`config.mk`:
```
export PLATFORM = sky130hd
export DESIGN_NAME = fetch_decode
export DESIGN_NICKNAME = d
export VERILOG_FILES = /design/src/rtl/fetch_decode.sv
export SDC_FILE = /design/constraint.sdc
export NUM_CORES = 1
export LEC_CHECK = 0
export CORE_ASPECT_RATIO = 0.75
export CORE_MARGIN = 4
export CORE_UTILIZATION = 45
export CTS_BUF_LIST = sky130_fd_sc_hd__clkbuf_4
export DETAILED_ROUTE_END_ITERATION = 10
export PLACE_DENSITY = 0.73
export RECOVER_POWER = 100
export SYNTH_ARGS = -nofsm -noshare
export SYNTH_HDL_FRONTEND = slang
export SYNTH_SLANG_ARGS = --single-unit
```
`constraint.sdc`:
```
create_clock -name clk -period 3.3 [get_ports clk]
set_clock_uncertainty 0.15 [all_clocks]
set_input_delay 0.33 -clock clk [delete_from_list [all_inputs] [get_ports clk]]
set_output_delay 0.33 -clock clk [all_outputs]
set_load 0.05 [all_outputs]
```
`src/rtl/fetch_decode.sv`:
```
// Instruction fetch and field-split stage of the 16-bit core.
// Owns the fetch PC and runs a req/ack read handshake to instruction memory.
// It holds the fetched word and splits it into the immediate fields for the
// immediate generator. Taken branches and jumps redirect the PC, using the
// extended immediate that the generator returns.
// Optional: define CUPS_FETCH_PERF_EN to add saturating fetch/flush counters.
module fetch_decode #(
    parameter logic [15:0] RESET_PC = 16'h0000,
    parameter logic [15:0] PC_STEP  = 16'd1
) (
    input  logic        clk,
    input  logic        reset,
    output logic        imem_req,
    output logic [15:0] imem_addr,
    input  logic        imem_ack,
    input  logic [15:0] imem_data,
    input  logic        stall,
    input  logic        redirect,
    input  logic        redirect_kind,
    input  logic [15:0] imm,
    output logic        instr_valid,
    output logic [15:0] instr,
    output logic [15:0] pc,
    output logic [3:0]  tb,
    output logic [7:0]  tc,
    output logic [11:0] td,
    output logic [1:0]  B,
    output logic        sz
`ifdef CUPS_FETCH_PERF_EN
    ,
    output logic [15:0] fetch_count,
    output logic [15:0] flush_count
`endif
);

    typedef enum logic [1:0] {StFetch, StHold, StFlush} state_e;

    state_e      state_q, state_d;
    logic [15:0] fpc_q, fpc_d;        // address of the next/outstanding fetch
    logic [15:0] pend_q, pend_d;      // redirect target waiting for a discarded ack
    logic [15:0] issued_q, issued_d;  // pc of the last consumed instruction
    logic [15:0] instr_q, instr_d;
    logic [15:0] ipc_q, ipc_d;        // pc of the held instruction
    logic        valid_q, valid_d;
    logic [1:0]  b_q, b_d;
    logic [1:0]  b_dec;
    logic [15:0] target;
    logic        consume;

    // Redirect target: branches are issued_pc-relative, jumps keep the page bits.
    always_comb begin
        target = 16'h0000;
        if (redirect_kind) begin
            target = {issued_q[15:12], imm[11:0]};
        end else begin
            target = issued_q + 16'd1 + imm;
        end
    end

    // Immediate type selector decoded from the incoming word's opcode nibble.
    always_comb begin
        b_dec = 2'b11;
        unique casez (imem_data[15:12])
            4'b0???: b_dec = 2'b00;
            4'b10??: b_dec = 2'b01;
            4'b1100: b_dec = 2'b10;
            default: b_dec = 2'b11;
        endcase
    end

    assign consume = valid_q & ~stall;

    // Next-state logic for the fetch FSM and its datapath registers.
    always_comb begin
        state_d  = state_q;
        fpc_d    = fpc_q;
        pend_d   = pend_q;
        issued_d = issued_q;
        instr_d  = instr_q;
        ipc_d    = ipc_q;
        valid_d  = valid_q;
        b_d      = b_q;
        case (state_q)
            StFetch: begin
                if (redirect) begin
                    if (imem_ack) begin
                        // Data from the old address is dropped; refetch next cycle.
                        fpc_d = target;
                    end else begin
                        // Request stays on the bus until its ack arrives.
                        pend_d  = target;
                        state_d = StFlush;
                    end
                end else if (imem_ack) begin
                    instr_d = imem_data;
                    ipc_d   = fpc_q;
                    fpc_d   = fpc_q + PC_STEP;
                    valid_d = 1'b1;
                    b_d     = b_dec;
                    state_d = StHold;
                end
            end
            StHold: begin
                if (redirect) begin
                    // Held instruction is squashed, so issued_pc is not updated.
                    fpc_d   = target;
                    valid_d = 1'b0;
                    state_d = StFetch;
                end else if (consume) begin
                    issued_d = ipc_q;
                    valid_d  = 1'b0;
                    state_d  = StFetch;
                end
            end
            StFlush: begin
                if (imem_ack) begin
                    fpc_d   = redirect ? target : pend_q;
                    state_d = StFetch;
                end else if (redirect) begin
                    pend_d = target;
                end
            end
            default: state_d = StFetch;
        endcase
    end

    // State and datapath registers with synchronous reset.
    always_ff @(posedge clk) begin
        if (reset) begin
            state_q  <= StFetch;
            fpc_q    <= RESET_PC;
            pend_q   <= RESET_PC;
            issued_q <= RESET_PC;
            instr_q  <= 16'h0000;
            ipc_q    <= RESET_PC;
            valid_q  <= 1'b0;
            b_q      <= 2'b11;
        end else begin
            state_q  <= state_d;
            fpc_q    <= fpc_d;
            pend_q   <= pend_d;
            issued_q <= issued_d;
            instr_q  <= instr_d;
            ipc_q    <= ipc_d;
            valid_q  <= valid_d;
            b_q      <= b_d;
        end
    end

    // Request is masked during reset so an abandoned fetch drops immediately.
    assign imem_req    = ~reset & (state_q != StHold);
    assign imem_addr   = fpc_q;
    assign instr_valid = valid_q;
    assign instr       = instr_q;
    assign pc          = ipc_q;
    assign tb          = instr_q[3:0];
    assign tc          = instr_q[7:0];
    assign td          = instr_q[11:0];
    assign sz          = instr_q[12];
    assign B           = b_q;

`ifdef CUPS_FETCH_PERF_EN
    logic [15:0] fcnt_q, lcnt_q;
    logic        fetch_evt;

    assign fetch_evt = (state_q == StHold) & consume & ~redirect;

    // Saturating counters of consumed instructions and accepted redirects.
    always_ff @(posedge clk) begin
        if (reset) begin
            fcnt_q <= 16'h0000;
            lcnt_q <= 16'h0000;
        end else begin
            if (fetch_evt && fcnt_q != 16'hFFFF) begin
                fcnt_q <= fcnt_q + 16'd1;
            end
            if (redirect && lcnt_q != 16'hFFFF) begin
                lcnt_q <= lcnt_q + 16'd1;
            end
        end
    end

    assign fetch_count = fcnt_q;
    assign flush_count = lcnt_q;
`endif

endmodule

```
==> run metrics <==
outcome finished clean; largest net degree at the start of global routing 45; Worst-Margin Slew 1241 ps; clock buffer depth 2; CTS Buf Count 9; min Tclk post-route 2854 ps; Synth cell types 61; Worst setup SP type input pin; Post-synth EDFFs 0; P_sw 1100 µW; RSZ-0062 raised after global routing false; H-tree levels 3; Slowest-stage cell, CP or4b_1; hold buffers post-CTS 0; combined area of the multi-input logic cells 2860 µm²; Cell Chain, Critical Path clkdlybuf4s50_1, ha_1, nor2b_1, o31ai_1, a2111oi_0, buf_4, or4b_1, nand3_1, a22oi_1, a211o_1; Synth Instances 678; filler cell count 1003; diode count 0; Hold Path Class input pin to flip-flop; Remaining DRCs 0; first-pass GRT wire length 26170 µm; CTS tree yes; Boundary Pins 115; worst r2r src issued_q[1]; grt ovf 0; mapped cell area 4955 µm²; sequential power share 42.5%; post-synth top area share 34.34%; Hold Fails Final Rpt 0; initial antenna violation count 1; die height 98.88 µm; clk root buf clkbuf_4; clock sink count 85; top_reg_cell synth dfxtp_1; FF+latch count, synth 85; Pint 1715 µW; nets@finish 826; Sw Ratio 39.09%; Floorplan Core Area 10530 µm²; reg2reg path depth 9; Placer Congestion 0.9879; Critical Path RT 3510 ps; worst hold path endpoint instr_valid; Sum Neg Setup Slack 0 ps; Reg area 1702 µm²; critical path start-end classification input pin to flip-flop; Via density 5.801; Initial DRT Pass Iterations 6; worst vdd ir 0.0002773 V; drt initial violations 554; top post-synthesis cells by area dfxtp_1, nand2_1, a21oi_1; port buffer count 114; number of cell rows 32; setup violators final 0; HP Start reset; period utilization 86.48%; Leak 0.002471 µW; clock power share 24.8%; clk_lat worst skew 460 ps; Clock transition at path regs 140 ps; Crit path largest cell delay 540 ps; Worst Path Arrival 3060 ps; GRT Overall Usage 25.72%; Synth area leader dfxtp_1; Setup Fix Bufs, Post-CTS 0; async set-or-reset flop fraction in the synthesized netlist 0%; share of layout cells above drive strength 1 5.692%; Comb power frac 32.7%; max_slew headroom 17.29%; worst flop-to-flop path endpoint imem_addr[15]; syn nets 736; vias in the first global route 4909; Synth Warn # 0; final core occ 59.60%; crit-path leading delay family compound AO/OA/AOI/OAI gates; Bufs and invs on worst path 2; CTS resizes 0; HPWL after detailed placement 12700 µm; register area share after synthesis 34.34%; remaining antenna violation count 0; worst hold stages 3; Fmax 350.4 MHz; R2R setup slack 450 ps; Worst Setup End Kind flip-flop; drt wl/cell 18.32 µm; Die Width 129.2 µm; Syn-to-layout area delta 26.67%; Critical Path Fanout Max 3; die area 12770 µm²; top post-synthesis cells by count nand2_1, a21oi_1, dfxtp_1; DR vias 5273; Mean Syn Cell Area 7.308 µm²; Initial Util 47.05%; WL final 16650 µm; final slew viol count 0; Max-Cap Viols 0; most numerous cell in the Yosys netlist nand2_1; pwr/cell area 448.6 nW/µm²
per-layer routing:
metal / vias up / GRT usage (%) / routed length, µm
li1: 2517 / - / -
met1: 2457 / 37.63 / 7537
met4: 2 / 4.923 / 208
met5: - / 0 / 13
met2: 273 / 35.55 / 6931
met3: 24 / 10.35 / 1963
metrics by stage:
step	setup slack, ps	std cells	total power [µW]	hold WS, ps	cell area, µm²
floorplan	749.8	678	1826	286.3	4955
global placement	133.6	893	2139	293.9	6138
detailed placement	17.93	893	2154	299.2	6138
CTS	474.8	909	2850	232.5	6302
global route	244.6	909	2948	238.2	6276
finish	446.3	909	2815	249.1	6276
cell families after synthesis:
| family | after synthesis | synth area share (%) |
|---|---|---|
| buffers and inverters | 79 | 7.904 |
| and+or+nand+nor | 275 | 24.32 |
| AOI/OAI and AO/OA | 195 | 23.81 |
| DFF | 85 | 34.34 |
| adders and majority gates | 20 | 5.202 |
| muxes | 7 | 1.414 |
| xor gates and xnor gates | 17 | 3.005 |
flip-flops by register name, summed over array words and instances (netlist names):
name,count
issued_q,16
imem_addr,16
state_q,2
pend_q,16
pc,16
B,2
instr,16
instr_valid,1
worst max path at each step:
stage                 from             to  slack (ps)  depth (start not counted)
5_1_grt        issued_q[0]   imem_addr[8]         240                         11
3_5_place_dp        imm[0]   imem_addr[8]          20                         12
4_1_cts        issued_q[0]   imem_addr[8]         470                         11
2_1_floorplan       imm[0]   imem_addr[8]         750                         11
3_3_place_gp        imm[0]   imem_addr[8]         130                         12
6_report            imm[1]  imem_addr[15]         450                         10
cell type report:
cell class / instances / area share, %
Multi-Input combinational cell: 514 / 45.57
Sequential cell: 85 / 27.11
Timing Repair Buffer: 141 / 20.97
Tap cell: 136 / 2.711
Clock inverter: 7 / 1.535
Clock buffer: 9 / 1.077
Inverter: 17 / 1.017
power by group through the flow:
stage          sequential [µW]  combinational [µW]  clock (µW)
2_1_floorplan             1370                 454           0
3_3_place_gp              1210                 927           0
3_5_place_dp              1220                 938           0
4_1_cts                   1190                 944         711
5_1_grt                   1210                 981         760
6_report                  1200                 920         698
worst reg2reg max path: cells and delay by family (launching register included):
kind / cells / cell delay, ps
AO/OA/AOI/OAI: 4 / 930
AND/OR/NAND/NOR: 3 / 840
flip-flops: 1 / 410
adder cells (fa/ha/maj): 1 / 250
buffers and inverters: 1 / 190
placed cells by master, fill, tap and decap left out, types with 19 or more instances in the layout:
cell type	instances
a21oi_1	87
buf_4	20
clkdlybuf4s50_1	36
dfxtp_1	85
dlygate4sd3_1	77
ha_1	19
nand2_1	156
nor2_1	47
o21ai_0	42
(Power assumes the default switching activity.)
